[config.mk]
export PLATFORM = sky130hd
export DESIGN_NAME = flit_sink_flat
export DESIGN_NICKNAME = d
export VERILOG_FILES = /design/src/rtl/noc_pkg.sv /design/src/rtl/flit_sink_if.sv /design/src/rtl/sync_fifo.sv /design/src/rtl/flit_sink.sv /design/src/flat_wrapper.sv
export SDC_FILE = /design/constraint.sdc
export NUM_CORES = 1
export LEC_CHECK = 0
export CAP_MARGIN = 5
export CORE_ASPECT_RATIO = 1.1
export CORE_MARGIN = 5
export CORE_UTILIZATION = 40
export CTS_CLUSTER_DIAMETER = 30
export DETAILED_ROUTE_END_ITERATION = 7
export PLACE_DENSITY_LB_ADDON = 0.05
export SETUP_SLACK_MARGIN = 0.05
export SLEW_MARGIN = 5
export SYNTH_ARGS = -nofsm -noshare
export SYNTH_HDL_FRONTEND = slang
export SYNTH_SLANG_ARGS = --single-unit
export TNS_END_PERCENT = 5
[constraint.sdc]
create_clock -name clk -period 16.49 [get_ports clk]
set_clock_uncertainty 0.1 [all_clocks]
set_input_delay 2.4735 -clock clk [delete_from_list [all_inputs] [get_ports clk]]
set_output_delay 2.4735 -clock clk [all_outputs]
set_load 0.03 [all_outputs]
[src/rtl/noc_pkg.sv]
// noc_pkg: shared flit geometry, header codes and checker state encoding
package noc_pkg;
  localparam int WD = 40;
  localparam int HDR_W = 4;
  localparam logic [HDR_W-1:0] HDR_X = 4'b0100;
  localparam logic [HDR_W-1:0] HDR_Y = 4'b1000;
  localparam logic [HDR_W-1:0] HDR_LOCAL = 4'b0010;
  typedef logic [WD-1:0] flit_t;
  typedef enum logic {DISARMED, ARMED} chk_state_t;
  function automatic flit_t mk_flit(logic [HDR_W-1:0] h, logic [WD-HDR_W-1:0] p);
    return {h, p};
  endfunction
endpackage

[src/rtl/flit_sink_if.sv]
// flit_sink_if: router push channel plus consumer pop channel of a flit sink
interface flit_sink_if
  import noc_pkg::*;
#(parameter int AW = 3);
  logic wr_en;
  flit_t wdata;
  logic full;
  logic rd_en;
  flit_t rdata;
  logic rd_valid;
  logic empty;
  logic [AW:0] count;
  modport master (output wr_en, wdata, rd_en, input full, rdata, rd_valid, empty, count);
  modport slave (input wr_en, wdata, rd_en, output full, rdata, rd_valid, empty, count);
endinterface

[src/rtl/sync_fifo.sv]
// sync_fifo: power-of-2 flit FIFO with registered read port and occupancy count
module sync_fifo #(
  parameter int DEPTH = 8,
  parameter int WD = 40,
  parameter int AW = $clog2(DEPTH)
) (
  input  logic clk,
  input  logic rst,
  input  logic push,
  input  logic pop,
  input  logic [WD-1:0] wdata,
  output logic [WD-1:0] rdata,
  output logic rd_valid,
  output logic [AW:0] count,
  output logic empty
);
  logic [WD-1:0] mem [DEPTH];
  logic [AW-1:0] wptr, rptr;
  always_ff @(posedge clk)
    if (push) mem[wptr] <= wdata;
  // at count==DEPTH a same-cycle push overwrites the slot being read, which still yields the old entry
  always_ff @(posedge clk or posedge rst)
    if (rst) begin
      wptr <= '0;
      rptr <= '0;
      count <= '0;
      rd_valid <= 1'b0;
      rdata <= '0;
    end else begin
      wptr <= wptr + AW'(push);
      rptr <= rptr + AW'(pop);
      count <= count + (AW+1)'(push) - (AW+1)'(pop);
      rd_valid <= pop;
      if (pop) rdata <= mem[rptr];
    end
  assign empty = count == '0;
endmodule

[src/rtl/flit_sink.sv]
// flit_sink: router output endpoint buffering flits and checking header code and payload sequence
module flit_sink
  import noc_pkg::*;
#(
  parameter int WD = noc_pkg::WD,
  parameter int HDR_W = noc_pkg::HDR_W,
  parameter int DEPTH = 8,
  parameter int AW = 3,
  parameter int FULL_MARGIN = 2,
  parameter logic [HDR_W-1:0] EXP_HDR = HDR_LOCAL
) (
  input  logic clk,
  input  logic rst_n,
  flit_sink_if.slave bus,
  input  logic clr_err,
  output logic hdr_err,
  output logic seq_err,
  output logic [15:0] flit_cnt,
  output logic [7:0] drop_cnt
);
  localparam int PW = WD - HDR_W;
  localparam logic [AW:0] DEPTH_C = (AW+1)'(DEPTH);
  localparam logic [AW:0] FULL_TH = (AW+1)'(DEPTH - FULL_MARGIN);
  logic push, pop;
  logic [AW:0] cnt;
  logic [HDR_W-1:0] hdr;
  logic [PW-1:0] payload, exp_pl, exp_nx;
  chk_state_t state, state_nx;
  logic hdr_nx, seq_nx, seq_hit;
  logic [15:0] fcnt_nx;
  logic [7:0] dcnt_nx;
  assign pop = bus.rd_en && !bus.empty;
  assign push = bus.wr_en && (cnt < DEPTH_C || pop);
  assign bus.count = cnt;
  assign bus.full = cnt >= FULL_TH;
  assign hdr = bus.wdata[WD-1 -: HDR_W];
  assign payload = bus.wdata[PW-1:0];
  sync_fifo #(.DEPTH(DEPTH), .WD(WD), .AW(AW)) u_fifo (
    .clk(clk),
    .rst(rst_n),
    .push(push),
    .pop(pop),
    .wdata(bus.wdata),
    .rdata(bus.rdata),
    .rd_valid(bus.rd_valid),
    .count(cnt),
    .empty(bus.empty)
  );
  always_ff @(posedge clk or posedge rst_n)
    if (rst_n) begin
      state <= DISARMED;
      exp_pl <= '0;
      hdr_err <= 1'b0;
      seq_err <= 1'b0;
      flit_cnt <= '0;
      drop_cnt <= '0;
    end else begin
      state <= state_nx;
      exp_pl <= exp_nx;
      hdr_err <= hdr_nx;
      seq_err <= seq_nx;
      flit_cnt <= fcnt_nx;
      drop_cnt <= dcnt_nx;
    end
  // a flit arriving with clr_err is treated as the first flit after the clear
  always_comb begin
    state_nx = push ? ARMED : clr_err ? DISARMED : state;
    seq_hit = push && state == ARMED && !clr_err && payload != exp_pl;
    hdr_nx = (hdr_err && !clr_err) || (push && hdr != EXP_HDR);
    seq_nx = (seq_err && !clr_err) || seq_hit;
    exp_nx = push ? payload + PW'(1) : exp_pl;
    fcnt_nx = (clr_err ? 16'd0 : flit_cnt) + 16'(push);
    dcnt_nx = drop_cnt + 8'(bus.wr_en && !push && drop_cnt != 8'hFF);
  end
endmodule

[src/flat_wrapper.sv]
// flat-port wrapper written by rule: the top's interface ports become plain ports
module flit_sink_flat import noc_pkg::*;
#(
  parameter int WD = noc_pkg::WD,
  parameter int HDR_W = noc_pkg::HDR_W,
  parameter int DEPTH = 8,
  parameter int AW = 3,
  parameter int FULL_MARGIN = 2,
  parameter logic [HDR_W-1:0] EXP_HDR = HDR_LOCAL
)
  (clk, rst_n, clr_err, hdr_err, seq_err, flit_cnt, drop_cnt, bus_wr_en, bus_wdata, bus_rd_en, bus_full, bus_rdata, bus_rd_valid, bus_empty, bus_count);
  flit_sink_if #(.AW(AW)) bus_i ();
  input  logic clk;
  input  logic rst_n;
  input  logic clr_err;
  output logic hdr_err;
  output logic seq_err;
  output logic [15:0] flit_cnt;
  output logic [7:0] drop_cnt;
  input wire logic [$bits(bus_i.wr_en)-1:0] bus_wr_en;
  input wire logic [$bits(bus_i.wdata)-1:0] bus_wdata;
  input wire logic [$bits(bus_i.rd_en)-1:0] bus_rd_en;
  output wire logic [$bits(bus_i.full)-1:0] bus_full;
  output wire logic [$bits(bus_i.rdata)-1:0] bus_rdata;
  output wire logic [$bits(bus_i.rd_valid)-1:0] bus_rd_valid;
  output wire logic [$bits(bus_i.empty)-1:0] bus_empty;
  output wire logic [$bits(bus_i.count)-1:0] bus_count;
  assign bus_i.wr_en = bus_wr_en;
  assign bus_i.wdata = bus_wdata;
  assign bus_i.rd_en = bus_rd_en;
  assign bus_full = bus_i.full;
  assign bus_rdata = bus_i.rdata;
  assign bus_rd_valid = bus_i.rd_valid;
  assign bus_empty = bus_i.empty;
  assign bus_count = bus_i.count;
  flit_sink #(.WD(WD), .HDR_W(HDR_W), .DEPTH(DEPTH), .AW(AW), .FULL_MARGIN(FULL_MARGIN), .EXP_HDR(EXP_HDR)) u_core (.clk(clk), .rst_n(rst_n), .bus(bus_i), .clr_err(clr_err), .hdr_err(hdr_err), .seq_err(seq_err), .flit_cnt(flit_cnt), .drop_cnt(drop_cnt));
endmodule
==> summary.txt <==
Clocking
  – Worst-path clk slew: 50 ps
  – Clock Path Buffers: 3
  – Post-CTS sizing: 0
  – CTS tree: done
  – Max H-tree Level: 3
  – Post-CTS setup buffers: 0
  – Hold buffers post-CTS: 0
  – CTS root buffer: clkbuf_16
  – Worst-skew pair later-pin latency: roughly 600 ps
  – Clk sink count: 434
  – Total CTS buffers: 96

Synth
  – Synth top area share: 0.548
  – Top post-synthesis cells by area: edfxtp_1 55%, dfrtp_1 16%, mux4_2 10%
  – Ys flop type: edfxtp_1
  – Syn_nets: roughly 1,100
  – Seq/Total Area, Yosys: 0.711
  – Post-synth EDFFs: 320
  – Simple logic cell fraction of the synthesized area: 0.0645
  – Post-Synthesis Cell Area: 0.0175 sq mm
  – Synth Area in XOR/XNOR: 0.0450
  – Syn Area/Cell: ~17 sq um
  – Gate Count Post-Synth: between 1,000 and 1,500
  – Synthesized flop and latch total: 434
  – Post-synth top area cell: edfxtp_1
  – Compound-Gate Fraction of Synth Area: 0.0253
  – Synth Warn #: 0
  – Yosys cell types: 46
  – Post-synthesis mux area share: 0.126
  – Area share of fa/ha/maj cells after synthesis: 0.0133
  – Post-synth ARST share: 0.263
  – Main combinational cell family by area after synthesis: multiplexers

Timing
  – Final hold viol count: 0
  – Final worst-path cycle share: 0.345
  – Max-slew violation count: 0
  – # setup viols final: 0
  – Setup TNS: 0 ps
  – Min Tclk post-route: ~5700 ps
  – Relative slew slack: 0.372
  – Setup ws final: ~11,000 ps
  – Slew @ Worst Pin: 943 ps
  – WHS: ~370 ps
  – Max Freq: around 0.18 GHz
  – RSZ-0062 raised after global routing: false

Routing
  – DRT Pass-1 Iters: 4
  – Vias: approximately 9,500
  – Drt total wl: between 30 and 40 mm
  – Vias per cell: a little over 5
  – DRC viols: 0
  – Antenna viol nets, final: 0
  – WL/cell: between 20 and 25 microns
  – Initial drt markers: approximately 480

Final layout
  – Final #Nets: approximately 1,300
  – Share of cells above drive strength 1: 0.224
  – Synth-to-Final Area Change: 30.7%
  – Final Util: 0.528
  – N_diodes: 0

Global routing
  – Grt ovf: 0
  – Initial antenna violation count: 0
  – First-pass GRT wire length: ~62 mm
  – Number of global-route vias before repair: 10,200
  – Largest net degree at the start of global routing: 83
  – Overall Global Routing Usage: 0.167

Setup path
  – Arrival @ worst endpoint: 5850 ps
  – Crit Path Category: input port to flip-flop
  – Crit-path max cell delay: ~700 ps
  – Setup crit end kind: flip-flop
  – Most frequent CP cell: buf_4
  – Crit-path max FO: 82
  – Reg-to-Reg Start: u_core.u_fifo.count[3]
  – Reg-to-reg endpoint: u_core.flit_cnt[10]
  – Reg2Reg Depth: 15
  – Crit-path cells: clkdlybuf4s50_1 -> nand2b_4 -> buf_4 -> inv_2 -> o21ai_4 -> buf_4 -> inv_2 -> nand2_1 -> nor2_4 -> buf_4
  – WP data required: between 15,000 and 20,000 ps
  – Startpoint Class: input port
  – Reg2reg setup slack: 12,070 ps
  – CP max-delay cell: nor2_4

Worst hold path
  – Hold Path Sink: u_core.u_fifo.rdata[34]
  – Worst Hold Launch: u_core.u_fifo.rdata[34]
  – Hold Crit Depth: 2
  – Hold WC Path Type: flip-flop to flip-flop

Placed design
  – Port Buffers: 117
  – Dpl ws: a little over 10,000 ps
  – Dpl hpwl: 23.1 mm
  – GPL Wtd Cong: between 0.7 and 0.8

Floorplan
  – Core area: between 0.04 and 0.05 sq mm
  – Die height: between 200 and 250 microns
  – Die X-Extent: approximately 210 microns
  – I/O pin count: ~120
  – Starting density of the core: 0.404
  – Die area: 0.0481 sq mm
  – FP Rows: 80

Power and ir drop
  – Comb power frac: 0.215
  – PwrDens: 196 mW/mm^2
  – P_leak: a little over 8 nW
  – Max IR drop VDD: about 110 uV
  – Seq pwr share: 0.343
  – Clk network pwr share: 0.442
  – P_int: 0.00321 W
  – Sw Pwr: 0.00127 W
  – Sw frac: 0.284

Outcome
  – Status: finished, final reports clean

Flow run
  – Max-Cap Viols: 0
state kept, by name (all words and copies together), names as in the netlist:
signal	count
u_core.drop_cnt	8
u_core.u_fifo.mem	320
u_core.u_fifo.rdata	40
u_core.state	1
u_core.u_fifo.count	4
u_core.exp_pl	36
u_core.flit_cnt	16
u_core.u_fifo.rptr	3
u_core.seq_err	1
u_core.u_fifo.wptr	3
u_core.u_fifo.rd_valid	1
u_core.hdr_err	1
layer usage:
metal / part of all wire / vias to the layer above / global-route usage
met2: 0.49 / 196 / 0.277
met4: 0.019 / 0 / 0.0571
met1: 0.45 / 4855 / 0.221
li1: - / 4396 / -
met3: 0.040 / 66 / 0.0346
met5: 0 / - / 0
power by group through the flow:
| stage | clock, W | combinational (W) | sequential [W] |
|---|---|---|---|
| floorplan | 0 | 0.000572 | 0.00161 |
| global placement | 0 | 0.000989 | 0.00156 |
| detailed placement | 0 | 0.000989 | 0.00156 |
| CTS | 0.00202 | 0.000992 | 0.00155 |
| global route | 0.00208 | 0.00105 | 0.00157 |
| finish | 0.00198 | 0.000964 | 0.00154 |
critical path: cells and delay by family:
kind                   cells  cell delay, ps
AND/OR/NAND/NOR            3            1030
AO/OA/AOI/OAI              1              60
buffers and inverters      6            2220
cell families after synthesis:
logic type	after synthesis
flops	434
simple gates	222
mux	121
xor+xnor	90
compound gates	86
buf+inv	60
fa+ha+maj	18
how the worst max path moves through the flow:
stage                                         end       from  depth (start not counted)
after detailed placement  u_core.u_fifo.mem[5][8]  bus_rd_en                         10
after global routing          u_core.flit_cnt[10]  bus_rd_en                         13
final                     u_core.u_fifo.mem[5][0]  bus_rd_en                         10
after CTS                 u_core.u_fifo.mem[5][0]  bus_rd_en                         10
after floorplan           u_core.u_fifo.mem[0][0]  bus_rd_en                          7
after global placement    u_core.u_fifo.mem[5][7]  bus_rd_en                         10
cell usage in the layout, fill, tap and decap left out, drive strengths merged, types with 2 or more instances in the layout:
cell type,n
nand4,21
a31oi,2
bufinv,17
mux2i,41
clkinvlp,11
nand2,95
or4,2
or3,2
xnor2,36
dfrtp,114
clkinv,28
nor3,9
mux4,80
inv,26
buf,26
nor4,11
o21ai,77
nand2b,5
and3,11
edfxtp,320
nor2,25
ha,17
xor2,54
a21oi,3
nand3,34
clkbuf,112
nor2b,2
clkdlybuf4s50,117
cells in the mapped netlist (all sizes together), types with 11 or more instances:
cell type  number
xor2           54
inv            15
nor2           25
mux2i          41
buf            22
clkbuf         23
nor4           11
nand4          21
dfrtp         114
xnor2          36
o21ai          77
edfxtp        320
and3           11
nand2          95
nand3          34
ha             17
mux4           80
layout make-up:
cell class | count | area [sq um]
clock buffer | 112 | 2570
clock inverter | 67 | 841
tap | 574 | 718
inverter | 15 | 61.3
fill | 3521 | 20400
multi-input combinational | 537 | 4880
sequential | 434 | 12500
timing repair buffer | 143 | 1370
metrics by stage:
stage          instances  total power, W  cell area, sq um
6_report            1882         0.00448             22900
3_3_place_gp        1703         0.00255             19500
3_5_place_dp        1703         0.00255             19500
2_1_floorplan       1031         0.00218             17500
5_1_grt             1882         0.00470             22900
4_1_cts             1882         0.00456             22900
Note: power is estimated with default switching activity, not from simulation.
